===== src/rtl/steer_en_hyst.sv =====
// steer_en_hyst: rider steering-enable controller with weight hysteresis,
// balance-wait timer, and registered en_steer / rider_off outputs.
// Optional build macro STEER_DWELL_EN: step-off must persist for DWELL_CYC
// consecutive STEER_EN cycles before leaving STEER_EN.
//
// state    | meaning
// ---------+------------------------------------------------------------
// IDLE     | no rider, or rider below exit weight
// WAIT     | rider on board, timing a continuous balanced interval
// STEER_EN | steering enabled
// ILLEGAL  | unused encoding, falls back to IDLE; outputs forced to 0

module steer_en_hyst #(
    parameter int LD_W       = 12,
    parameter int MIN_WEIGHT = 'h200,
    parameter int HYST       = 'h20,
    parameter int TMR_W      = 26,
    parameter int FAST_SIM   = 0,
    parameter int DWELL_CYC  = 8
) (
    input  logic            clk,
    input  logic            rst,
    input  logic [LD_W-1:0] lft_ld,
    input  logic [LD_W-1:0] rght_ld,
    output logic [LD_W:0]   ld_cell_diff,
    output logic            en_steer,
    output logic            rider_off,
    output logic [1:0]      state_o
);

    localparam int SW    = LD_W + 1;
    localparam int PW    = LD_W + 5;
    localparam int TMR_N = (FAST_SIM != 0) ? 15 : TMR_W;

    localparam logic signed [LD_W:0] ENTER_TH = SW'(MIN_WEIGHT + HYST);
    localparam logic signed [LD_W:0] EXIT_TH  = SW'(MIN_WEIGHT - HYST);

    typedef enum logic [1:0] {
        IDLE     = 2'd0,
        WAIT     = 2'd1,
        STEER_EN = 2'd2,
        ILLEGAL  = 2'd3
    } state_t;

    state_t state, nxt;

    logic signed [LD_W:0] lft_x, rght_x, sum, diff, abs_diff, sum_q4, sum_s4;
    logic signed [PW-1:0] sum_s4_x, sum_15_16, abs_diff_x;
    logic sum_gt_min, sum_lt_min, diff_gt_fourth, diff_gt_15_16;
    logic step_off;

    logic [TMR_N-1:0] tmr;
    logic tmr_full, tmr_clr, tmr_inc, rider_off_nxt;

    // One extra bit of headroom keeps both sum and difference overflow-free.
    assign lft_x      = {lft_ld[LD_W-1], lft_ld};
    assign rght_x     = {rght_ld[LD_W-1], rght_ld};
    assign sum        = lft_x + rght_x;
    assign diff       = lft_x - rght_x;
    assign abs_diff   = diff[LD_W] ? -diff : diff;
    assign sum_q4     = sum >>> 2;
    assign sum_s4     = sum >>> 4;
    assign sum_s4_x   = {{4{sum_s4[LD_W]}}, sum_s4};
    assign sum_15_16  = sum_s4_x * 5'sd15;
    assign abs_diff_x = {4'b0000, abs_diff};

    assign ld_cell_diff   = diff;
    assign sum_gt_min     = (sum >= ENTER_TH);
    assign sum_lt_min     = (sum < EXIT_TH);
    assign diff_gt_fourth = (abs_diff > sum_q4);
    assign diff_gt_15_16  = (abs_diff_x > sum_15_16);
    assign tmr_full       = &tmr;

`ifdef STEER_DWELL_EN
    logic [7:0] dwell_cnt;

    // Exit fires on the cycle the consecutive count would reach DWELL_CYC.
    assign step_off = diff_gt_15_16 && (dwell_cnt == 8'(DWELL_CYC - 1));

    // Count consecutive heavy-imbalance cycles while steering stays enabled.
    always_ff @(posedge clk) begin
        if (rst)
            dwell_cnt <= 8'd0;
        else if (state == STEER_EN && diff_gt_15_16 && nxt == STEER_EN)
            dwell_cnt <= dwell_cnt + 8'd1;
        else
            dwell_cnt <= 8'd0;
    end
`else
    logic dwell_unused;

    assign dwell_unused = |8'(DWELL_CYC);
    assign step_off     = diff_gt_15_16;
`endif

    // Next-state decode; in-band sums hold the current state.
    always_comb begin
        nxt           = state;
        tmr_clr       = 1'b0;
        tmr_inc       = 1'b0;
        rider_off_nxt = 1'b0;
        case (state)
            IDLE: begin
                if (sum_gt_min) begin
                    nxt     = WAIT;
                    tmr_clr = 1'b1;
                end
            end
            WAIT: begin
                if (sum_lt_min) begin
                    nxt = IDLE;
                end else if (diff_gt_fourth) begin
                    tmr_clr = 1'b1;
                end else begin
                    tmr_inc = 1'b1;
                    if (tmr_full)
                        nxt = STEER_EN;
                end
            end
            STEER_EN: begin
                if (sum_lt_min) begin
                    nxt           = IDLE;
                    rider_off_nxt = 1'b1;
                end else if (step_off) begin
                    nxt     = WAIT;
                    tmr_clr = 1'b1;
                end
            end
            default: nxt = IDLE;
        endcase
    end

    // Balance-wait timer: cleared on WAIT entry or imbalance, counts in WAIT.
    always_ff @(posedge clk) begin
        if (rst)
            tmr <= '0;
        else if (tmr_clr)
            tmr <= '0;
        else if (tmr_inc)
            tmr <= tmr + TMR_N'(1);
    end

    // State register with outputs registered from next-state so they align.
    always_ff @(posedge clk) begin
        if (rst) begin
            state     <= IDLE;
            en_steer  <= 1'b0;
            rider_off <= 1'b0;
        end else begin
            state     <= nxt;
            en_steer  <= (nxt == STEER_EN);
            rider_off <= rider_off_nxt;
        end
    end

    assign state_o = (state == ILLEGAL) ? 2'd0 : state;

endmodule


===== config.mk =====
export PLATFORM = sky130hd
export DESIGN_NAME = steer_en_hyst
export DESIGN_NICKNAME = d
export VERILOG_FILES = /design/src/rtl/steer_en_hyst.sv
export SDC_FILE = /design/constraint.sdc
export NUM_CORES = 1
export LEC_CHECK = 0
export BUFFER_PORTS_ARGS = -buffer_cell sky130_fd_sc_hd__buf_2
export CAP_MARGIN = 20
export CORE_ASPECT_RATIO = 0.5
export CORE_MARGIN = 1.5
export CORE_UTILIZATION = 40
export DETAILED_ROUTE_END_ITERATION = 8
export GPL_ROUTABILITY_DRIVEN = 1
export GPL_TIMING_DRIVEN = 0
export PLACE_DENSITY = 0.57
export SYNTH_ARGS = -nofsm -noshare
export SYNTH_HDL_FRONTEND = slang
export SYNTH_SLANG_ARGS = --single-unit

===== constraint.sdc =====
create_clock -name clk -period 9.02 [get_ports clk]
set_input_delay 2.706 -clock clk [delete_from_list [all_inputs] [get_ports clk]]
set_output_delay 2.706 -clock clk [all_outputs]
set_load 0.05 [all_outputs]

# Yosys cells after proc, flatten, opt, wreduce, memory -nomap -nowiden
# Cells that the tools add are included.
# Widths: inputs -> output; s select.
# op_classes
n_eq_ne,4
addsub,4
n_reduce_logical,4
n_bitwise,1
multipliers,1
muxes,19
magnitude_cmp,4
div,0
shifts,0
# op_table
operator,n
$add 26x1->26 const B,1
$reduce_and 26->1,1
$gt 14x14->1,1
$mul 9x5->14 const B,1
$mux 2,7
$add 12x12->13,1
$ge 13x11->1 const B,1
$gt 13x11->1,1
$lt 13x10->1 const B,1
$mux 13,1
$neg 13->13,1
$sub 12x12->13,1
$mux 1,9
$eq 2x2->1 const B,3
$pmux 2 s3,1
$reduce_or 2->1,2
$pmux 1 s3,1
$eq 2x1->1 const B,1
$logic_not 2->1,1
$not 1->1,1
# totals
ff_bits,30
wordCells,41
mem_count,0
romBits,0
mem_bits_rw,0
output_inout_bits,17
latchBits,0

# Logic depth before layout (Yosys ltp)
# Gate-level depths: netlist of run 1.
# logic_depth
depth_word,8
mapped_depth,35
depth_no_buf,32

# Least setup slack after synthesis of run 1
# OpenSTA, ideal clock, no wires.
# synth_path
kind,input to register
start,input port rght_ld[1]
end,register tmr[13]
slack_ps,73
t_arrival_ps,8877
path_buffers,2
setup_ps,70
path_stages,32
cell_sequence,inv_1 ha_1 nand2b_1 a221o_1 mux2i_1 or2_2 clkbuf_1 inv_1 ha_1 inv_1 fa_1 fa_1 inv_1 ha_1 nor2b_1 o21ai_0 a21oi_1 o21ai_0 a21oi_1 o21ai_0 nand2b_1 xnor2_1 ha_1 and4_1 a2111oi_0 a31oi_1 a211oi_1 nand2_1 a221o_1 a21o_1 buf_2 a21oi_1
# synth_via
elab_chain_len,8
# synth_rtl
element,line,source
"start, declared",24,"input logic [LD_W-1:0] rght_ld,"
"parallel branches: the longest is 8 deep, another holds $mul 9x5->14",-,
"end signal, assigned",140,tmr <= tmr + TMR_N'(1);
"end, declared",52,logic [TMR_N-1:0] tmr;
# Parallel ways; which one is timed is not known.
# A chain may end at the register's enable or synchronous reset.

# Worst setup path after layout of run 1
# layout_path
start,input port lft_ld[0]
end,register tmr[17]
# layout_via
elab_chain_len,8
# layout_rtl
element,line,source
"start, declared",23,"input logic [LD_W-1:0] lft_ld,"
"parallel branches: the longest is 8 deep, another holds $mul 9x5->14",-,
# Parallel ways; which one is timed is not known.

==> results of run 1 <==
-- worst paths after layout --
check,startpoint,to,slack [ns],depth (start not counted)
max,lft_ld[0],tmr[17]$_SDFFE_PP0P_,0.23,31
min,tmr[19]$_SDFFE_PP0P_,tmr[19]$_SDFFE_PP0P_,0.47,2
max reg2reg,tmr[3]$_SDFFE_PP0P_,en_steer$_SDFF_PP0_,5.96,11
min reg2reg,tmr[19]$_SDFFE_PP0P_,tmr[19]$_SDFFE_PP0P_,0.47,2
-- power by group --
group | switching, mW | internal, mW
clock network | 0.0575 | 0.125
registers | 0.000928 | 0.134
logic | 0.920 | 0.736
total | 0.978 | 0.995
-- cell usage after synthesis (3+ instances only) --
cell / number
buf_6: 4
nand2b_1: 11
nand4_1: 7
or3_1: 8
xnor2_1: 27
o21a_1: 8
xor2_1: 15
a21oi_1: 48
nand2_1: 55
a211oi_1: 7
a2111oi_0: 3
and4_1: 4
o21ai_0: 16
o21bai_1: 3
a31oi_1: 12
buf_2: 5
clkbuf_1: 6
o31ai_1: 12
ha_1: 71
fa_1: 12
nor2_1: 35
nor4_1: 3
dfxtp_1: 30
mux2i_1: 4
nor4b_1: 3
or4_1: 19
and2_1: 6
a21o_1: 10
inv_1: 69
buf_4: 3
a211o_1: 3
nand3_1: 21
nor3_1: 15
and3_1: 14
inv_2: 4
nor2b_1: 13
-- tightest hold or removal path, stage by stage (launching register included) --
cell and delay [ns]:
dfxtp_1 0.31, o31ai_1 0.06, a21oi_1 0.06
-- layout make-up --
class / instances / area (sq um) / share of cell area, %
multi-input combinational: 521 / 4370 / 71.3
sequential: 30 / 601 / 9.80
timing repair buffer: 64 / 383 / 6.24
inverter: 73 / 279 / 4.55
tap: 165 / 206 / 3.37
clock buffer: 8 / 166 / 2.71
buffer: 18 / 121 / 1.98
-- flip-flops by register name (all words and copies together), names as in the netlist --
name / count
rider_off: 1
tmr: 26
en_steer: 1
state: 2
-- cell usage in the layout (no fill, tap or decap), types with 15 or more instances in the layout --
master    n
buf_4    23
buf_2    46
nand3_1  21
inv_1    63
or4_1    19
nor2_1   35
a21oi_1  41
nand2_1  54
dfxtp_1  30
xnor2_1  23
xor2_1   15
ha_1     65
-- per-stage QoR --
stage	setup WS [ns]	TNS, ns	area, sq um	hold slack, ns
2_1_floorplan	0.0730	0	5090	0.448
4_1_cts	0.00683	0	5990	0.472
5_1_grt	-0.0244	-0.175	6130	0.500
3_3_place_gp	-1.24	-30.56	5510	0.458
6_report	0.234	0	6130	0.474
3_5_place_dp	-1.28	-31.68	5510	0.469
-- routing by layer --
layer  vias up  track usage, %  share of wire, %
met5         -               0                 0
met4         0            4.04              0.87
met3        11            1.39               2.5
met2        61            35.0                45
met1      2243            26.9                51
li1       2454               -                 -
-- timing repair --
item / CTS / global route
hold endpoints to repair: 0 / 0
buffers inserted: 18 / 3
endpoints found under the setup margin: 29 / 26
cloned: 1 / 0
resized for setup: 42 / 25
pin swaps: 23 / 19
-- kinds of logic (layout without fill, tap and decap cells) --
logic type,Yosys count,in the layout,share of synthesized area [%]
AO/OA/AOI/OAI,160,160,23.8
XOR/XNOR,47,47,9.39
adder cells (fa/ha/maj),84,84,22.4
buffers and inverters,93,163,7.81
flip-flops,30,30,11.8
multiplexers,5,5,1.08
AND/OR/NAND/NOR,225,225,23.7
==> results.sh, run 1 <==
export IMPL_drive_gt1_share_pct=22.1
export IMPL_max_stage_delay_ns=0.49
export IMPL_grt_use_total_pct=19.8
export IMPL_routed_wl_um=13100
export IMPL_diodes=0
export IMPL_start_util_pct=42.0
export IMPL_port_buffers=42
export IMPL_ys_warnings_count=0
export IMPL_die_h_um=82.8
export IMPL_drv_slew=0
export IMPL_finalSetupViolations=0
export IMPL_min_period_over_period_pct=97.4
export IMPL_required_ns=9.22
export IMPL_clock_path_buffers=2
export IMPL_status="complete, no violations"
export IMPL_ctsRootBufferMaster="clkbuf_16"
export IMPL_crit_type="input pin to flop"
export IMPL_drtIter0Drc=197
export IMPL_path_clk_slew_ns=0.05
export IMPL_grt_first_pass_wirelength_um=21300
export IMPL_grt_pass1_vias=4408
export IMPL_worst_setup_path_start_kind="input pin"
export IMPL_worst_path_max_delay_cell="fa_1"
export IMPL_fp_dieW_um=163
export IMPL_yosys_area_top_type="ha_1"
export IMPL_crit_family="adder cells"
export IMPL_synthTopCellsByArea="ha_1 (17%), dfxtp_1 (12%), inv_1 (5.1%)"
export IMPL_grt_max_degree=13
export IMPL_ys_async_sr_fraction_pct=0
export IMPL_nFillCells=1192
export IMPL_syn_area_per_cell_sq_um=7.91
export IMPL_vias=4769
export IMPL_cts_sinks=30
export IMPL_cp_num_buf_inv=6
export IMPL_clock_latency_ns=0.28
export IMPL_critPathMaxFanout=6
export IMPL_fin_util_pct=50.6
export IMPL_dp_cells=851
export IMPL_tritoncts="yes"
export IMPL_syn_num_nets=753
export IMPL_syn_area_sq_um=5090
export IMPL_cp_arrival_ns=8.99
export IMPL_gp_congestion=0.813
export IMPL_hp_class="flop to flop"
export IMPL_ys_ff_latch=30
export IMPL_std_cell_rows=28
export IMPL_drv_cap=0
export IMPL_synthDominantCellAreaShare_pct=17.4
export IMPL_powerDensity_nw_per_um2=322
export IMPL_synth_ff_type="dfxtp_1"
export IMPL_cts_buffers=5
export IMPL_ys_seq_area_share_pct=11.8
export IMPL_tightest_slew_ns=0.887
export IMPL_ir_drop_uv=192
export IMPL_drtAntennaViolNets=0
export IMPL_yosysUniqueCellTypes=82
export IMPL_clock_fmax_ghz=0.114
export IMPL_hold_viol_final=0
export IMPL_h_tree_depth=2
export IMPL_vias_per_cell=5.43
export IMPL_endpoint_kind="flop"
export IMPL_skew_ns=0.00221
export IMPL_final_nets=822
export IMPL_hpwl_um=10000
export IMPL_antenna_found_initial=0
export IMPL_drc_errors=0
export IMPL_io_pins=43
export IMPL_overflow=0
export IMPL_die_area_sq_um=13500
export IMPL_core_area_sq_um=12100
export IMPL_relSlewSlack_pct=40.3
export IMPL_area_delta_synth_final_pct=20.4
export IMPL_finalPower_mw=1.97
export IMPL_p_leak_nw=2.61
export IMPL_instances_no_fill=879
export IMPL_drtPass1Iterations=4
export IMPL_wl_per_cell_um=14.9
export IMPL_synth_edf_count=0
export IMPL_timing_final_crit_period_ns=8.79
export IMPL_ctsHoldBuffers=0
export IMPL_syn_instance_count=644
(Power assumes the default switching activity.)
==> inputs of run 2 (changes only) <==
==> constraint.sdc (replaced) <==
create_clock -name clk -period 7.27 [get_ports clk]
set_input_delay 2.181 -clock clk [delete_from_list [all_inputs] [get_ports clk]]
set_output_delay 2.181 -clock clk [all_outputs]
set_load 0.05 [all_outputs]
==> results.sh, run 2 (same netlist as run 1, synthesis figures left out) <==
export IMPL_drv_slew=0
export IMPL_worst_setup_path_start_kind="input pin"
export IMPL_timing_final_crit_period_ns=8.20
export IMPL_power_share_clock_pct=8.8
export IMPL_clock_latency_ns=0.28
export IMPL_drc_errors=0
export IMPL_status="finished, violations left"
export IMPL_worst_slack_ns=-0.929
export IMPL_drv_cap=0
export IMPL_nFillCells=1158
export IMPL_wl_per_cell_um=15.1
export IMPL_crit_type="input pin to flop"
export IMPL_worst_hold_slack_ns=0.481
export IMPL_powerDensity_nw_per_um2=410
export IMPL_std_cell_rows=28
export IMPL_cp_arrival_ns=8.40
export IMPL_drive_gt1_share_pct=29.4
export IMPL_vias=4853
export IMPL_final_cell_mix="ha_1 (60), inv_1 (57), nand2_1 (53)"
export IMPL_die_h_um=82.8
export IMPL_max_stage_delay_ns=0.53
export IMPL_p_seq_share_pct=6.2
export IMPL_antenna_found_initial=0
export IMPL_setup_tns_final_ns=-23.87
export IMPL_relSlewSlack_pct=59.3
export IMPL_failed_checks="setup timing"
export IMPL_drtIter0Drc=232
export IMPL_endpoint_kind="flop"
export IMPL_internal_power_mw=1.39
export IMPL_p_comb_share_pct=85.1
export IMPL_drtAntennaViolNets=0
export IMPL_h_tree_depth=2
export IMPL_largest_reg_flops=26
export IMPL_cts_sinks=30
export IMPL_required_ns=7.47
export IMPL_grt_first_pass_wirelength_um=21600
export IMPL_switching_share_pct=48.5
export IMPL_critPathMaxFanout=6
export IMPL_core_area_sq_um=12100
export IMPL_dp_cells=851
export IMPL_ir_drop_uv=245
export IMPL_min_period_over_period_pct=113
export IMPL_die_area_sq_um=13500
export IMPL_path_clk_slew_ns=0.05
export IMPL_top_register="tmr"
export IMPL_overflow=0
export IMPL_hpwl_um=10300
export IMPL_reg_top3="tmr: 26 flops, state: 2 flops"
export IMPL_fp_dieW_um=163
export IMPL_finalPower_mw=2.70
export IMPL_skew_ns=0.00607
export IMPL_diodes=0
export IMPL_rsz0062_at_grt="yes"
export IMPL_grt_pass1_vias=4436
export IMPL_ctsHoldBuffers=0
export IMPL_gp_congestion=0.833
export IMPL_grt_use_total_pct=20.0
export IMPL_finalInstanceArea_sq_um=6590
export IMPL_drtPass1Iterations=5
export IMPL_port_buffers=42
export IMPL_p_switching_mw=1.31
export IMPL_p_leak_nw=2.75
export IMPL_tritoncts="yes"
export IMPL_grt_max_degree=13
export IMPL_routed_wl_um=13600
export IMPL_tightest_slew_ns=0.605
export IMPL_placed_cell_area_sq_um=5760
export IMPL_ctsRootBufferMaster="clkbuf_16"
export IMPL_clock_path_buffers=2
export IMPL_vias_per_cell=5.39
export IMPL_start_util_pct=42.0
export IMPL_instances_no_fill=900
export IMPL_area_delta_synth_final_pct=29.5
export IMPL_final_nets=843
export IMPL_hp_class="flop to flop"
export IMPL_hold_viol_final=0
export IMPL_clock_fmax_ghz=0.122
export IMPL_finalSetupViolations=29
export IMPL_io_pins=43
export IMPL_cts_buffers=5
export IMPL_crit_top_cell="ha_4"
export IMPL_final_common_cell="ha_1"
export IMPL_worst_path_max_delay_cell="fa_1"
==> run 2: final cells by class <==
class	instances	area (sq um)	share of cell area, %
inverter	73	293	4.44
tap	165	206	3.13
buffer	18	141	2.15
sequential	30	601	9.11
timing repair buffer	85	579	8.79
clock inverter	3	40.0	0.607
clock buffer	5	125	1.90
multi-input combinational	521	4610	69.9
==> run 2: timing repair <==
action	4_1_cts	5_1_grt
gates resized for setup	21	53
hold endpoints to repair	0	0
pin swaps	11	39
setup buffers	17	27
gates cloned	1	1
setup endpoints to repair	29	29
==> run 2: final timing paths <==
| path | endpoint | cells past startpoint | from | slack (ns) |
|---|---|---|---|---|
| worst max register to register | en_steer$_SDFF_PP0_ | 11 | tmr[3]$_SDFFE_PP0P_ | 4.31 |
| worst min-delay path | tmr[15]$_SDFFE_PP0P_ | 2 | tmr[15]$_SDFFE_PP0P_ | 0.48 |
| worst max-delay path | tmr[20]$_SDFFE_PP0P_ | 34 | rght_ld[1] | -0.93 |
| worst min register to register | tmr[15]$_SDFFE_PP0P_ | 2 | tmr[15]$_SDFFE_PP0P_ | 0.48 |
==> run 2: stage by stage <==
| stage | setup slack, ns | utilization (%) |
|---|---|---|
| 3_5_place_dp | -1.78 | 47.5 |
| 4_1_cts | -0.922 | 50.8 |
| 6_report | -0.929 | 54.4 |
| 5_1_grt | -1.21 | 54.4 |
| 3_3_place_gp | -1.81 | 47.5 |
| 2_1_floorplan | -0.711 | - |
==> run 2: power by group through the flow <==
stage / Clock (mW) / Combinational (mW) / Sequential, mW
2_1_floorplan: 0 / 1.44 / 0.170
3_3_place_gp: 0 / 1.78 / 0.171
3_5_place_dp: 0 / 1.79 / 0.171
4_1_cts: 0.237 / 1.91 / 0.167
5_1_grt: 0.247 / 2.55 / 0.167
6_report: 0.236 / 2.30 / 0.167
==> run 2: metal layers <==
metal / GRT usage [%] / part of all wire [%] / vias up
li1: - / - / 2506
met1: 28.3 / 52 / 2286
met2: 34.0 / 45 / 54
met3: 1.44 / 1.7 / 7
met4: 3.03 / 0.62 / 0
met5: 0 / 0 / -
==> run 2: critical path: cells and delay by family <==
kind                     cells  cell delay, ns
multiplexers                 1            0.14
adder cells (fa/ha/maj)      6            1.86
XOR/XNOR                     1            0.11
buffers and inverters        8            0.80
AND/OR/NAND/NOR              7            1.11
AO/OA/AOI/OAI               11            2.20
==> inputs of run 3 (changes only) <==
==> config.mk (replaced) <==
export PLATFORM = sky130hd
export DESIGN_NAME = steer_en_hyst
export DESIGN_NICKNAME = d
export VERILOG_FILES = /design/src/rtl/steer_en_hyst.sv
export SDC_FILE = /design/constraint.sdc
export NUM_CORES = 1
export LEC_CHECK = 0
export CAP_MARGIN = 20
export CORE_ASPECT_RATIO = 0.5
export CORE_MARGIN = 1.5
export CORE_UTILIZATION = 40
export DETAILED_ROUTE_END_ITERATION = 8
export DONT_BUFFER_PORTS = 1
export GPL_ROUTABILITY_DRIVEN = 1
export GPL_TIMING_DRIVEN = 0
export PLACE_DENSITY = 0.54
export SYNTH_ARGS = -nofsm -noshare
export SYNTH_HDL_FRONTEND = slang
export SYNTH_SLANG_ARGS = --single-unit
==> results.sh, run 3 (same netlist as run 1, synthesis figures left out) <==
export IMPL_cp_arrival_ns=8.20
export IMPL_final_nets=806
export IMPL_worst_setup_path_start_kind="input pin"
export IMPL_drive_gt1_share_pct=25.8
export IMPL_grt_use_total_pct=20.7
export IMPL_gp_congestion=0.765
export IMPL_reg_top3="tmr: 26 flops, state: 2 flops"
export IMPL_tritoncts="yes"
export IMPL_drtAntennaViolNets=0
export IMPL_ctsRootBufferMaster="clkbuf_16"
export IMPL_hold_viol_final=0
export IMPL_grt_first_pass_wirelength_um=22200
export IMPL_grt_use_met3_pct=2.33
export IMPL_drv_slew=0
export IMPL_routed_wl_um=13600
export IMPL_required_ns=7.48
export IMPL_p_comb_share_pct=86.3
export IMPL_largest_reg_flops=26
export IMPL_grt_use_met1_pct=28.1
export IMPL_nFillCells=1161
export IMPL_rsz0062_at_grt="yes"
export IMPL_core_area_sq_um=12100
export IMPL_max_stage_delay_ns=0.52
export IMPL_p_leak_nw=2.59
export IMPL_top_register="tmr"
export IMPL_final_common_cell="ha_1"
export IMPL_rrSetupSlack_ns=4.18
export IMPL_path_clk_slew_ns=0.05
export IMPL_internal_power_mw=1.36
export IMPL_switching_share_pct=48.4
export IMPL_use_met2_pct=35.6
export IMPL_skew_ns=0.00356
export IMPL_p_seq_share_pct=6.4
export IMPL_fp_dieW_um=163
export IMPL_cts_buffers=5
export IMPL_dp_cells=818
export IMPL_start_util_pct=42.0
export IMPL_drtPass1Iterations=4
export IMPL_overflow=0
export IMPL_die_area_sq_um=13500
export IMPL_area_delta_synth_final_pct=26.1
export IMPL_grt_max_degree=13
export IMPL_antenna_found_initial=0
export IMPL_tightest_slew_ns=1.07
export IMPL_final_cell_mix="ha_1 (58), inv_1 (56), nand2_1 (54)"
export IMPL_finalSetupViolations=29
export IMPL_hp_class="flop to flop"
export IMPL_worst_slack_ns=-0.719
export IMPL_failed_checks="setup timing"
export IMPL_wl_per_cell_um=15.7
export IMPL_io_pins=43
export IMPL_min_period_over_period_pct=110
export IMPL_crit_family="compound AO/OA/AOI/OAI gates"
export IMPL_drc_errors=0
export IMPL_vias=4732
export IMPL_grt_busiest_layer="met2"
export IMPL_drtIter0Drc=196
export IMPL_critPathMaxFanout=5
export IMPL_power_share_clock_pct=7.3
export IMPL_endpoint_kind="flop"
export IMPL_clock_latency_ns=0.28
export IMPL_worst_path_max_delay_cell="fa_1"
export IMPL_worst_hold_slack_ns=0.475
export IMPL_clock_fmax_ghz=0.125
export IMPL_instances_no_fill=862
export IMPL_cts_sinks=30
export IMPL_diodes=0
export IMPL_hpwl_um=10300
export IMPL_ir_drop_uv=214
export IMPL_timing_final_crit_period_ns=7.99
export IMPL_clock_path_buffers=2
export IMPL_crit_type="input pin to flop"
export IMPL_grt_pass1_vias=4549
export IMPL_relSlewSlack_pct=28.4
export IMPL_h_tree_depth=2
export IMPL_port_buffers=0
export IMPL_die_h_um=82.8
export IMPL_std_cell_rows=28
export IMPL_p_switching_mw=1.27
export IMPL_powerDensity_nw_per_um2=410
export IMPL_status="finished, violations left"
export IMPL_drv_cap=0
export IMPL_cp_num_buf_inv=5
export IMPL_vias_per_cell=5.49
export IMPL_crit_top_cell="inv_2"
run 3: repair_timing:
item                                    in CTS  in global routing
pin swaps                                   47                  5
gates resized for setup                     54                 24
endpoints found under the setup margin      29                 29
cloned                                       2                  0
buffers inserted                            31                 11
hold buffers                                 0                  0
run 3: final timing paths:
| kind | startpoint | to | cells after the start |
|---|---|---|---|
| worst min register to register | tmr[1]$_SDFFE_PP0P_ | tmr[1]$_SDFFE_PP0P_ | 2 |
| worst min-delay path | tmr[1]$_SDFFE_PP0P_ | tmr[1]$_SDFFE_PP0P_ | 2 |
| worst max-delay path | lft_ld[1] | tmr[15]$_SDFFE_PP0P_ | 28 |
| worst max register to register | tmr[3]$_SDFFE_PP0P_ | state[1]$_SDFF_PP0_ | 11 |
run 3: final cells by class:
cell class | instances | area, sq um | area share (%)
Multi-Input combinational cell | 521 | 4620 | 72.0
Sequential cell | 30 | 601 | 9.36
Timing Repair Buffer | 48 | 413 | 6.43
Inverter | 73 | 303 | 4.72
Tap cell | 165 | 206 | 3.22
Buffer | 18 | 143 | 2.22
Clock buffer | 7 | 133 | 2.07
run 3: power by group through the flow:
stage / Combinational (mW) / Clock, mW / Sequential (mW)
after floorplan: 1.44 / 0 / 0.170
after global placement: 1.78 / 0 / 0.171
after detailed placement: 1.82 / 0 / 0.171
after CTS: 2.29 / 0.197 / 0.167
after global routing: 2.56 / 0.204 / 0.167
final: 2.27 / 0.193 / 0.168
run 3: per-layer routing:
metal | vias to the layer above | share of wire, %
met5 | - | 0
met4 | 0 | 0.96
met3 | 10 | 2.7
met2 | 71 | 45
met1 | 2227 | 52
li1 | 2424 | -
run 3: metrics by stage:
| stage | cell area, sq um | total power [mW] | setup slack, ns | TNS (ns) | util [%] |
|---|---|---|---|---|---|
| floorplan | 5340 | 1.61 | -0.711 | -16.25 | - |
| global placement | 5550 | 1.95 | -1.70 | -44.14 | 45.8 |
| detailed placement | 5650 | 1.99 | -1.69 | -44.27 | 46.6 |
| CTS | 6250 | 2.66 | -0.643 | -16.82 | 51.6 |
| global route | 6420 | 2.93 | -0.978 | -25.35 | 52.9 |
| finish | 6420 | 2.63 | -0.719 | -17.79 | 52.9 |
run 3: tightest hold or removal path, stage by stage, from the launching register on:
cell,delay [ns]
dfxtp_1,0.32
nand2_1,0.07
a21oi_2,0.04
